## src/rtl/mem_mode_pkg.sv

```systemverilog
// -----------------------------------------------------------------------------
// mem_mode_pkg
// Shared encodings for the memory mode controller:
//   mem_op_e    - command opcodes carried on cmd_op
//   mem_state_e - controller FSM states
// -----------------------------------------------------------------------------
package mem_mode_pkg;

   typedef enum logic [1:0] {
      OP_NOP  = 2'b00,
      OP_LOAD = 2'b01,
      OP_RUN  = 2'b10,
      OP_DUMP = 2'b11
   } mem_op_e;

   typedef enum logic [2:0] {
      ST_IDLE  = 3'd0,
      ST_LOAD  = 3'd1,
      ST_RUN   = 3'd2,
      ST_DUMP  = 3'd3,
      ST_DRAIN = 3'd4
   } mem_state_e;

endpackage

```

## src/rtl/mem_mode_ctrl_if.sv

```systemverilog
// -----------------------------------------------------------------------------
// mem_mode_ctrl_if
// Bundles every non-clock/reset signal of mem_mode_ctrl.
//   cmd_*      command handshake (op, base address, word count)
//   abort      terminate the active operation
//   host_*     load stream into RAM
//   dump_*     dump stream out of RAM
//   proc_*     processor handoff pulses and processor RAM port
//   ram_*      single-port RAM, 1-cycle read latency
//   busy/done/aborted  status
//   load_cksum only when MEM_MODE_CTRL_CKSUM_EN is defined
// Modports: slave = controller side, master = environment side.
// -----------------------------------------------------------------------------
interface mem_mode_ctrl_if #(
   parameter int DATA_W = 16,
   parameter int ADDR_W = 8
);
   logic              cmd_valid;
   logic              cmd_ready;
   logic [1:0]        cmd_op;
   logic [ADDR_W-1:0] cmd_base;
   logic [ADDR_W:0]   cmd_len;
   logic              abort;

   logic              host_valid;
   logic              host_ready;
   logic [DATA_W-1:0] host_data;

   logic              dump_valid;
   logic              dump_ready;
   logic [DATA_W-1:0] dump_data;

   logic              proc_start;
   logic              proc_done;
   logic [ADDR_W-1:0] proc_addr;
   logic [DATA_W-1:0] proc_wdata;
   logic              proc_we;
   logic [DATA_W-1:0] proc_rdata;

   logic [ADDR_W-1:0] ram_addr;
   logic [DATA_W-1:0] ram_wdata;
   logic              ram_we;
   logic [DATA_W-1:0] ram_rdata;

   logic              busy;
   logic              done;
   logic              aborted;
`ifdef MEM_MODE_CTRL_CKSUM_EN
   logic [DATA_W-1:0] load_cksum;
`endif

   modport slave (
      input  cmd_valid, cmd_op, cmd_base, cmd_len, abort,
      input  host_valid, host_data, dump_ready,
      input  proc_done, proc_addr, proc_wdata, proc_we, ram_rdata,
      output cmd_ready, host_ready, dump_valid, dump_data,
      output proc_start, proc_rdata, ram_addr, ram_wdata, ram_we,
`ifdef MEM_MODE_CTRL_CKSUM_EN
      output load_cksum,
`endif
      output busy, done, aborted
   );

   modport master (
      output cmd_valid, cmd_op, cmd_base, cmd_len, abort,
      output host_valid, host_data, dump_ready,
      output proc_done, proc_addr, proc_wdata, proc_we, ram_rdata,
      input  cmd_ready, host_ready, dump_valid, dump_data,
      input  proc_start, proc_rdata, ram_addr, ram_wdata, ram_we,
`ifdef MEM_MODE_CTRL_CKSUM_EN
      input  load_cksum,
`endif
      input  busy, done, aborted
   );

endinterface

```

## src/rtl/mem_skid_buf.sv

```systemverilog
// -----------------------------------------------------------------------------
// mem_skid_buf
// Two-entry buffer between the RAM read port and the dump stream.
//   clk, rst_n       clock, asynchronous active-low reset
//   flush            empty the buffer (wins over a push in the same cycle)
//   in_valid/in_data write one word (caller guarantees no overflow)
//   out_valid/out_ready/out_data  stream side; out_data is the head register
//                    so it cannot change while out_valid=1 and out_ready=0
//   count            current occupancy 0..2
// -----------------------------------------------------------------------------
module mem_skid_buf #(
   parameter int DATA_W = 16
) (
   input  logic              clk,
   input  logic              rst_n,
   input  logic              flush,
   input  logic              in_valid,
   input  logic [DATA_W-1:0] in_data,
   output logic              out_valid,
   input  logic              out_ready,
   output logic [DATA_W-1:0] out_data,
   output logic [1:0]        count
);

   logic [DATA_W-1:0] head_q, head_d;
   logic [DATA_W-1:0] tail_q, tail_d;
   logic [1:0]        cnt_q, cnt_d;
   logic              pop;

   assign out_valid = (cnt_q != 2'd0);
   assign out_data  = head_q;
   assign count     = cnt_q;
   assign pop       = out_valid && out_ready;

   always_comb begin
      head_d = head_q;
      tail_d = tail_q;
      cnt_d  = cnt_q;
      if (flush) begin
         head_d = '0;
         tail_d = '0;
         cnt_d  = 2'd0;
      end else begin
         case (cnt_q)
            2'd0: begin
               if (in_valid) begin
                  head_d = in_data;
                  cnt_d  = 2'd1;
               end
            end
            2'd1: begin
               if (in_valid && pop) begin
                  head_d = in_data;
               end else if (in_valid) begin
                  tail_d = in_data;
                  cnt_d  = 2'd2;
               end else if (pop) begin
                  cnt_d  = 2'd0;
               end
            end
            default: begin
               // Full: the tail moves up to the head on a pop.
               if (pop) begin
                  head_d = tail_q;
                  if (in_valid) begin
                     tail_d = in_data;
                  end else begin
                     cnt_d = 2'd1;
                  end
               end
            end
         endcase
      end
   end

   always_ff @(posedge clk or negedge rst_n) begin
      if (!rst_n) begin
         head_q <= '0;
         tail_q <= '0;
         cnt_q  <= 2'd0;
      end else begin
         head_q <= head_d;
         tail_q <= tail_d;
         cnt_q  <= cnt_d;
      end
   end

endmodule

```

## src/rtl/mem_mode_ctrl.sv

```systemverilog
// -----------------------------------------------------------------------------
// mem_mode_ctrl
// Arbitrates a single-port RAM between three modes:
//   LOAD - host stream writes cmd_len words from cmd_base (address wraps)
//   RUN  - RAM port handed to the processor until proc_done
//   DUMP - cmd_len words read from cmd_base onto the dump stream
// Ports:
//   clk    rising-edge clock
//   rst_n  asynchronous active-low reset
//   bus    mem_mode_ctrl_if.slave (command, host, dump, processor, RAM, status)
// Optional feature: define MEM_MODE_CTRL_CKSUM_EN to add bus.load_cksum, the
// mod-2^DATA_W sum of words written by the most recent LOAD.
// -----------------------------------------------------------------------------
module mem_mode_ctrl
   import mem_mode_pkg::*;
#(
   parameter int DATA_W = 16,
   parameter int ADDR_W = 8
) (
   input logic            clk,
   input logic            rst_n,
   mem_mode_ctrl_if.slave bus
);

   localparam int LEN_W = ADDR_W + 1;

   mem_state_e        state_q, state_d;
   logic [ADDR_W-1:0] base_q, base_d;
   logic [LEN_W-1:0]  len_q, len_d;
   logic [LEN_W-1:0]  idx_q, idx_d;
   logic [LEN_W-1:0]  idx_inc;
   logic              rd_pend_q, rd_pend_d;
   logic              done_q, done_d;
   logic              aborted_q, aborted_d;
   logic              start_q, start_d;
`ifdef MEM_MODE_CTRL_CKSUM_EN
   logic [DATA_W-1:0] cksum_q, cksum_d;
`endif

   logic [ADDR_W-1:0] ram_addr_c;
   logic [DATA_W-1:0] ram_wdata_c;
   logic              ram_we_c;
   logic              host_ready_c;
   logic              sb_flush;
   logic              sb_valid;
   logic [DATA_W-1:0] sb_data;
   logic [1:0]        sb_count;
   logic              pop;
   logic [2:0]        occ;
   logic              active_abort;

   assign idx_inc      = idx_q + 1'b1;
   assign pop          = sb_valid && bus.dump_ready;
   assign active_abort = bus.abort && (state_q != ST_IDLE);
   // Buffer occupancy one cycle from now, counting the read already in flight.
   // A new read is only safe if that leaves room for its data next cycle
   // even when the consumer stalls.
   assign occ = {1'b0, sb_count} + {2'b00, rd_pend_q} - {2'b00, pop};

   mem_skid_buf #(
      .DATA_W (DATA_W)
   ) u_skid (
      .clk       (clk),
      .rst_n     (rst_n),
      .flush     (sb_flush),
      .in_valid  (rd_pend_q),
      .in_data   (bus.ram_rdata),
      .out_valid (sb_valid),
      .out_ready (bus.dump_ready),
      .out_data  (sb_data),
      .count     (sb_count)
   );

   always_comb begin
      state_d      = state_q;
      base_d       = base_q;
      len_d        = len_q;
      idx_d        = idx_q;
      rd_pend_d    = 1'b0;
      done_d       = 1'b0;
      aborted_d    = 1'b0;
      start_d      = 1'b0;
      sb_flush     = 1'b0;
      ram_addr_c   = '0;
      ram_wdata_c  = '0;
      ram_we_c     = 1'b0;
      host_ready_c = 1'b0;
`ifdef MEM_MODE_CTRL_CKSUM_EN
      cksum_d      = cksum_q;
`endif

      case (state_q)
         ST_IDLE: begin
            if (bus.cmd_valid) begin
               base_d = bus.cmd_base;
               len_d  = bus.cmd_len;
               idx_d  = '0;
               case (mem_op_e'(bus.cmd_op))
                  OP_LOAD: begin
`ifdef MEM_MODE_CTRL_CKSUM_EN
                     cksum_d = '0;
`endif
                     // Zero-length transfers complete without leaving IDLE.
                     if (bus.cmd_len == '0) done_d  = 1'b1;
                     else                   state_d = ST_LOAD;
                  end
                  OP_DUMP: begin
                     if (bus.cmd_len == '0) done_d  = 1'b1;
                     else                   state_d = ST_DUMP;
                  end
                  OP_RUN: begin
                     state_d = ST_RUN;
                     start_d = 1'b1;
                  end
                  default: ;
               endcase
            end
         end

         ST_LOAD: begin
            host_ready_c = !bus.abort;
            ram_addr_c   = base_q + idx_q[ADDR_W-1:0];
            ram_wdata_c  = bus.host_data;
            if (bus.host_valid && !bus.abort) begin
               ram_we_c = 1'b1;
               idx_d    = idx_inc;
`ifdef MEM_MODE_CTRL_CKSUM_EN
               cksum_d  = cksum_q + bus.host_data;
`endif
               if (idx_inc == len_q) begin
                  state_d = ST_IDLE;
                  done_d  = 1'b1;
               end
            end
         end

         ST_RUN: begin
            ram_addr_c  = bus.proc_addr;
            ram_wdata_c = bus.proc_wdata;
            ram_we_c    = bus.proc_we;
            if (bus.proc_done) begin
               state_d = ST_IDLE;
               done_d  = 1'b1;
            end
         end

         ST_DUMP: begin
            if (occ <= 3'd1) begin
               ram_addr_c = base_q + idx_q[ADDR_W-1:0];
               idx_d      = idx_inc;
               rd_pend_d  = 1'b1;
               if (idx_inc == len_q) state_d = ST_DRAIN;
            end
         end

         ST_DRAIN: begin
            // All reads issued; finish on the handshake that empties the buffer.
            if (!rd_pend_q && (sb_count == 2'd1) && pop) begin
               state_d = ST_IDLE;
               done_d  = 1'b1;
            end
         end

         default: state_d = ST_IDLE;
      endcase

      // Abort overrides every completion path in the same cycle.
      if (active_abort) begin
         state_d   = ST_IDLE;
         done_d    = 1'b0;
         aborted_d = 1'b1;
         sb_flush  = 1'b1;
         rd_pend_d = 1'b0;
         ram_we_c  = 1'b0;
      end
   end

   always_ff @(posedge clk or negedge rst_n) begin
      if (!rst_n) begin
         state_q   <= ST_IDLE;
         base_q    <= '0;
         len_q     <= '0;
         idx_q     <= '0;
         rd_pend_q <= 1'b0;
         done_q    <= 1'b0;
         aborted_q <= 1'b0;
         start_q   <= 1'b0;
`ifdef MEM_MODE_CTRL_CKSUM_EN
         cksum_q   <= '0;
`endif
      end else begin
         state_q   <= state_d;
         base_q    <= base_d;
         len_q     <= len_d;
         idx_q     <= idx_d;
         rd_pend_q <= rd_pend_d;
         done_q    <= done_d;
         aborted_q <= aborted_d;
         start_q   <= start_d;
`ifdef MEM_MODE_CTRL_CKSUM_EN
         cksum_q   <= cksum_d;
`endif
      end
   end

   assign bus.cmd_ready  = (state_q == ST_IDLE);
   assign bus.busy       = (state_q != ST_IDLE);
   assign bus.host_ready = host_ready_c;
   assign bus.dump_valid = sb_valid;
   assign bus.dump_data  = sb_data;
   assign bus.proc_start = start_q;
   assign bus.proc_rdata = (state_q == ST_RUN) ? bus.ram_rdata : '0;
   assign bus.ram_addr   = ram_addr_c;
   assign bus.ram_wdata  = ram_wdata_c;
   assign bus.ram_we     = ram_we_c;
   assign bus.done       = done_q;
   assign bus.aborted    = aborted_q;
`ifdef MEM_MODE_CTRL_CKSUM_EN
   assign bus.load_cksum = cksum_q;
`endif

endmodule

```

## src/flat_wrapper.sv

```systemverilog
// flat-port wrapper written by rule: the top's interface ports become plain ports
module mem_mode_ctrl_flat import mem_mode_pkg::*;
#(
   parameter int DATA_W = 16,
   parameter int ADDR_W = 8
)
  (clk, rst_n, bus_cmd_valid, bus_cmd_op, bus_cmd_base, bus_cmd_len, bus_abort, bus_host_valid, bus_host_data, bus_dump_ready, bus_proc_done, bus_proc_addr, bus_proc_wdata, bus_proc_we, bus_ram_rdata, bus_cmd_ready, bus_host_ready, bus_dump_valid, bus_dump_data, bus_proc_start, bus_proc_rdata, bus_ram_addr, bus_ram_wdata, bus_ram_we, bus_busy, bus_done, bus_aborted);
  mem_mode_ctrl_if #(.DATA_W(DATA_W), .ADDR_W(ADDR_W)) bus_i ();
  input logic clk;
  input logic rst_n;
  input wire logic [$bits(bus_i.cmd_valid)-1:0] bus_cmd_valid;
  input wire logic [$bits(bus_i.cmd_op)-1:0] bus_cmd_op;
  input wire logic [$bits(bus_i.cmd_base)-1:0] bus_cmd_base;
  input wire logic [$bits(bus_i.cmd_len)-1:0] bus_cmd_len;
  input wire logic [$bits(bus_i.abort)-1:0] bus_abort;
  input wire logic [$bits(bus_i.host_valid)-1:0] bus_host_valid;
  input wire logic [$bits(bus_i.host_data)-1:0] bus_host_data;
  input wire logic [$bits(bus_i.dump_ready)-1:0] bus_dump_ready;
  input wire logic [$bits(bus_i.proc_done)-1:0] bus_proc_done;
  input wire logic [$bits(bus_i.proc_addr)-1:0] bus_proc_addr;
  input wire logic [$bits(bus_i.proc_wdata)-1:0] bus_proc_wdata;
  input wire logic [$bits(bus_i.proc_we)-1:0] bus_proc_we;
  input wire logic [$bits(bus_i.ram_rdata)-1:0] bus_ram_rdata;
  output wire logic [$bits(bus_i.cmd_ready)-1:0] bus_cmd_ready;
  output wire logic [$bits(bus_i.host_ready)-1:0] bus_host_ready;
  output wire logic [$bits(bus_i.dump_valid)-1:0] bus_dump_valid;
  output wire logic [$bits(bus_i.dump_data)-1:0] bus_dump_data;
  output wire logic [$bits(bus_i.proc_start)-1:0] bus_proc_start;
  output wire logic [$bits(bus_i.proc_rdata)-1:0] bus_proc_rdata;
  output wire logic [$bits(bus_i.ram_addr)-1:0] bus_ram_addr;
  output wire logic [$bits(bus_i.ram_wdata)-1:0] bus_ram_wdata;
  output wire logic [$bits(bus_i.ram_we)-1:0] bus_ram_we;
  output wire logic [$bits(bus_i.busy)-1:0] bus_busy;
  output wire logic [$bits(bus_i.done)-1:0] bus_done;
  output wire logic [$bits(bus_i.aborted)-1:0] bus_aborted;
  assign bus_i.cmd_valid = bus_cmd_valid;
  assign bus_i.cmd_op = bus_cmd_op;
  assign bus_i.cmd_base = bus_cmd_base;
  assign bus_i.cmd_len = bus_cmd_len;
  assign bus_i.abort = bus_abort;
  assign bus_i.host_valid = bus_host_valid;
  assign bus_i.host_data = bus_host_data;
  assign bus_i.dump_ready = bus_dump_ready;
  assign bus_i.proc_done = bus_proc_done;
  assign bus_i.proc_addr = bus_proc_addr;
  assign bus_i.proc_wdata = bus_proc_wdata;
  assign bus_i.proc_we = bus_proc_we;
  assign bus_i.ram_rdata = bus_ram_rdata;
  assign bus_cmd_ready = bus_i.cmd_ready;
  assign bus_host_ready = bus_i.host_ready;
  assign bus_dump_valid = bus_i.dump_valid;
  assign bus_dump_data = bus_i.dump_data;
  assign bus_proc_start = bus_i.proc_start;
  assign bus_proc_rdata = bus_i.proc_rdata;
  assign bus_ram_addr = bus_i.ram_addr;
  assign bus_ram_wdata = bus_i.ram_wdata;
  assign bus_ram_we = bus_i.ram_we;
  assign bus_busy = bus_i.busy;
  assign bus_done = bus_i.done;
  assign bus_aborted = bus_i.aborted;
  mem_mode_ctrl #(.DATA_W(DATA_W), .ADDR_W(ADDR_W)) u_core (.clk(clk), .rst_n(rst_n), .bus(bus_i));
endmodule
```

## config.mk

```make
export PLATFORM = sky130hd
export DESIGN_NAME = mem_mode_ctrl_flat
export DESIGN_NICKNAME = d
export VERILOG_FILES = /design/src/rtl/mem_mode_pkg.sv /design/src/rtl/mem_mode_ctrl_if.sv /design/src/rtl/mem_skid_buf.sv /design/src/rtl/mem_mode_ctrl.sv /design/src/flat_wrapper.sv
export SDC_FILE = /design/constraint.sdc
export NUM_CORES = 1
export LEC_CHECK = 0
export CAP_MARGIN = 20
export CELL_PAD_IN_SITES_DETAIL_PLACEMENT = 1
export CELL_PAD_IN_SITES_GLOBAL_PLACEMENT = 1
export CORE_ASPECT_RATIO = 0.9
export CORE_MARGIN = 4
export CORE_UTILIZATION = 30
export DETAILED_ROUTE_END_ITERATION = 16
export GPL_ROUTABILITY_DRIVEN = 0
export PLACE_DENSITY_LB_ADDON = 0.1
export SLEW_MARGIN = 30
export SYNTH_ARGS = -nofsm -noshare
export SYNTH_HDL_FRONTEND = slang
export SYNTH_SLANG_ARGS = --single-unit
```

## constraint.sdc

```tcl
create_clock -name clk -period 3.5 [get_ports clk]
set_clock_uncertainty 0.1 [all_clocks]
set_input_delay 0.7 -clock clk [delete_from_list [all_inputs] [get_ports clk]]
set_output_delay 0.7 -clock clk [all_outputs]
set_load 0.1 [all_outputs]
```

==> results.py <==
metrics = {
    "synthesis": {
        "ys_top_cells_by_count": "71 x nand2_1, 67 x dfrtp_1, 35 x o21ai_0, 24 x a22o_1",
        "synthesis.area_um2": 4150,
        "synth_area_leader_cell": "dfrtp_1",
        "synthArstFlopShare_pct": 100,
        "synth-seq-area-share_pct": 40.4,
        "yosysMostFrequentCell": "nand2_1",
        "syn_avg_cell_area_um2": 9.52,
        "yosysTopAreaCellShare_pct": 40.4,
        "synth_top_flop_cell": "dfrtp_1",
        "synthDistinctLibCells": 62,
        "synth_nets": 530,
        "synth-edff-count": 0,
        "ys_ff_latch": 67,
        "synth_cells": 436,
        "synthTopCellsByArea": "dfrtp_1 40%, nand2_1 6.4%, a22o_1 5.1%",
        "yosysWarnings": 0,
    },
    "power": {
        "p_leak_nw": 2.86,
        "powerDensity_nw_per_um2": 1090,
        "power_mw": 7.13,
        "max-vdd-ir-drop_mv": 0.550,
    },
    "drt": {
        "routed_wl_um": 14100,
        "wl_per_cell_um": 18.7,
        "vias": 3879,
        "first_pass_iters": 4,
        "viasPerCell": 5.15,
        "remaining_drc_errors": 0,
        "ant_nets": 0,
        "drt-initial-drc-count": 139,
    },
    "place": {
        "place_inst": 729,
        "pre_cts_ws_ns": -0.548,
        "dp_hpwl_um": 10400,
        "portBuffers": 146,
    },
    "setup_path": {
        "path_class": "reg2out",
        "slowest_stage": "dfrtp_1",
        "cp-start-kind": "flip-flop",
        "crit_required_ns": 2.70,
        "critPathMaxStageDelay_ns": 0.39,
        "path_buf_inv": 2,
        "worstPathArrival_ns": 2.75,
        "crit_family": "simple AND/OR/NAND/NOR gates",
        "end_kind": "primary output",
        "path_cells": "or2_4 -> nand2_4 -> or2_4 -> nand2_4 -> ha_4 -> fa_2 -> xnor2_2 -> o21ai_2 -> nor2b_4 -> buf_6 -> a22o_4 -> buf_12",
        "cp_max_fo": 5,
    },
    "sta": {
        "final-hold-violation-count": 0,
        "relSlewSlack_pct": 34.8,
        "period_needed_ns": 3.55,
        "fin_ws_ns": -0.0503,
        "final-setup-viol-count": 8,
        "rsz0062_at_grt": "yes",
        "tightest_slew_ns": 0.975,
        "slew_violations": 0,
        "fmax_mhz": 282,
        "finalCritPeriodShare_pct": 101,
    },
    "final_layout": {
        "area_delta_synth_final_pct": 58.2,
        "nNetsFinal": 674,
        "drive_gt1_share_pct": 25.0,
        "final_cells": 753,
        "antenna_cells": 0,
    },
    "global_route": {
        "grt_usage_pct": 18.2,
        "antenna_found_initial": 1,
        "grt_start_max_net_pins": 68,
        "grt_pass1_wl_um": 23100,
        "grtUsageMet2_pct": 28.2,
        "grt.met3_usage_pct": 5.16,
        "use_met1_pct": 24.6,
        "grt_pass1_vias": 4140,
        "grt.busiest_layer": "met2",
        "grt_overflow": 0,
    },
    "clock_tree": {
        "cts_buffer_depth": 2,
        "cts_tree": "done",
        "htree_levels": 3,
        "cts_num_sinks": 67,
        "clk_pin_slew_ns": 0.05,
        "clock_latency_ns": 0.33,
        "cts_hold_buf": 0,
        "cts_buffers": 9,
        "cts_root_buf": "clkbuf_16",
    },
    "floorplan": {
        "num_rows": 40,
        "start_util_pct": 30.8,
        "die-height_um": 120,
        "ioPinCount": 147,
        "die_w_um": 132,
        "core_um2": 13500,
        "dieArea_um2": 15800,
    },
    "status": {
        "violations": "negative setup slack",
        "status": "finished, violations left",
    },
    "hold_path": {
        "hold_path_class": "in2async",
    },
    "run": {
        "drv_cap": 0,
    },
}
==> layout make-up <==
| class | instances | area [um^2] |
|---|---|---|
| Fill cell | 1457 | 6890 |
| Clock buffer | 11 | 243 |
| Sequential cell | 67 | 1680 |
| Tap cell | 168 | 210 |
| Inverter | 10 | 37.5 |
| Timing Repair Buffer | 162 | 1950 |
| Clock inverter | 5 | 52.6 |
| Multi-Input combinational cell | 330 | 2400 |
==> stage by stage <==
step	hold WS [ns]	utilization, %	setup TNS, ns	area (um^2)
final	0.283	48.8	-0.310	6570
after global placement	0.361	45.7	-3.78	6150
after CTS	0.385	48.5	-0.478	6540
after detailed placement	0.372	45.7	-4.37	6150
after floorplan	0.304	-	0	4250
after global routing	0.334	48.8	-1.01	6570
==> final timing paths <==
check	start	endpoint	slack (ns)	depth (start not counted)
worst max-delay path	u_core.u_skid.count[0]	bus_ram_addr[3]	-0.05	12
worst min-delay path	rst_n	u_core.len_q[7]	0.28	1
worst max register to register	u_core.u_skid.count[0]	u_core.state_q[2]	0.52	14
worst min register to register	u_core.u_skid.out_data[11]	u_core.u_skid.out_data[11]	0.38	2
max in group asynchronous	rst_n	u_core.base_q[1]	2.58	1
min in group clk	u_core.u_skid.out_data[11]	u_core.u_skid.out_data[11]	0.38	2
==> power breakdown <==
part	leakage, nW	total [mW]	switching, mW	internal (mW)
registers	0.851	1.34	0.251	1.09
clock network	0.145	0.901	0.334	0.567
logic	1.86	4.89	3.26	1.63
==> logic make-up (layout without fill, tap and decap cells) <==
group | count (synthesis) | count (layout) | synth area share [%]
flops | 67 | 67 | 40.4
compound gates | 118 | 118 | 20.2
xor+xnor | 15 | 15 | 3.16
buf+inv | 39 | 188 | 5.27
fa+ha+maj | 11 | 11 | 3.68
mux | 35 | 35 | 8.95
simple gates | 151 | 151 | 18.3
==> cells in the final DEF, fill, tap and decap left out, types with 3 or more instances in the layout <==
master / n
nand2_4: 3
clkinv_2: 3
nor3_2: 3
dfrtp_1: 67
ha_1: 8
nor2_1: 20
a22o_1: 16
inv_1: 8
mux2i_1: 18
o31ai_1: 19
a21oi_1: 9
a21o_1: 4
clkbuf_16: 9
nand4_1: 3
nor2b_1: 3
buf_4: 35
nand2_1: 69
buf_12: 42
nand3_1: 5
a22o_4: 8
and2_1: 20
xnor2_1: 10
buf_6: 3
nor3_1: 5
clkdlybuf4s50_1: 81
a21oi_2: 3
xor2_1: 4
mux2_2: 12
mux2_1: 5
o21ai_0: 35
==> sequential cells by signal (all words and copies together), names as in the netlist <==
| name | count |
|---|---|
| u_core.u_skid.count | 2 |
| u_core.idx_q | 9 |
| u_core.u_skid.tail_q | 16 |
| u_core.bus.aborted | 1 |
| u_core.bus.done | 1 |
| u_core.rd_pend_q | 1 |
| u_core.len_q | 9 |
| u_core.state_q | 3 |
| u_core.bus.proc_start | 1 |
| u_core.base_q | 8 |
| u_core.u_skid.out_data | 16 |
==> per-layer routing <==
layer | vias to the layer above | share of wire (%) | wire length, um
met3 | 15 | 6.2 | 876
li1 | 1849 | - | -
met1 | 1884 | 47 | 6580
met2 | 129 | 46 | 6440
met4 | 2 | 1.3 | 190
met5 | - | 0.092 | 13
==> timing repair <==
action,in CTS,in global routing
pin swaps,9,5
setup buffers,4,3
setup endpoints to repair,8,8
cloned,1,0
resized for setup,16,4
Note: power is estimated with default switching activity, not from simulation.
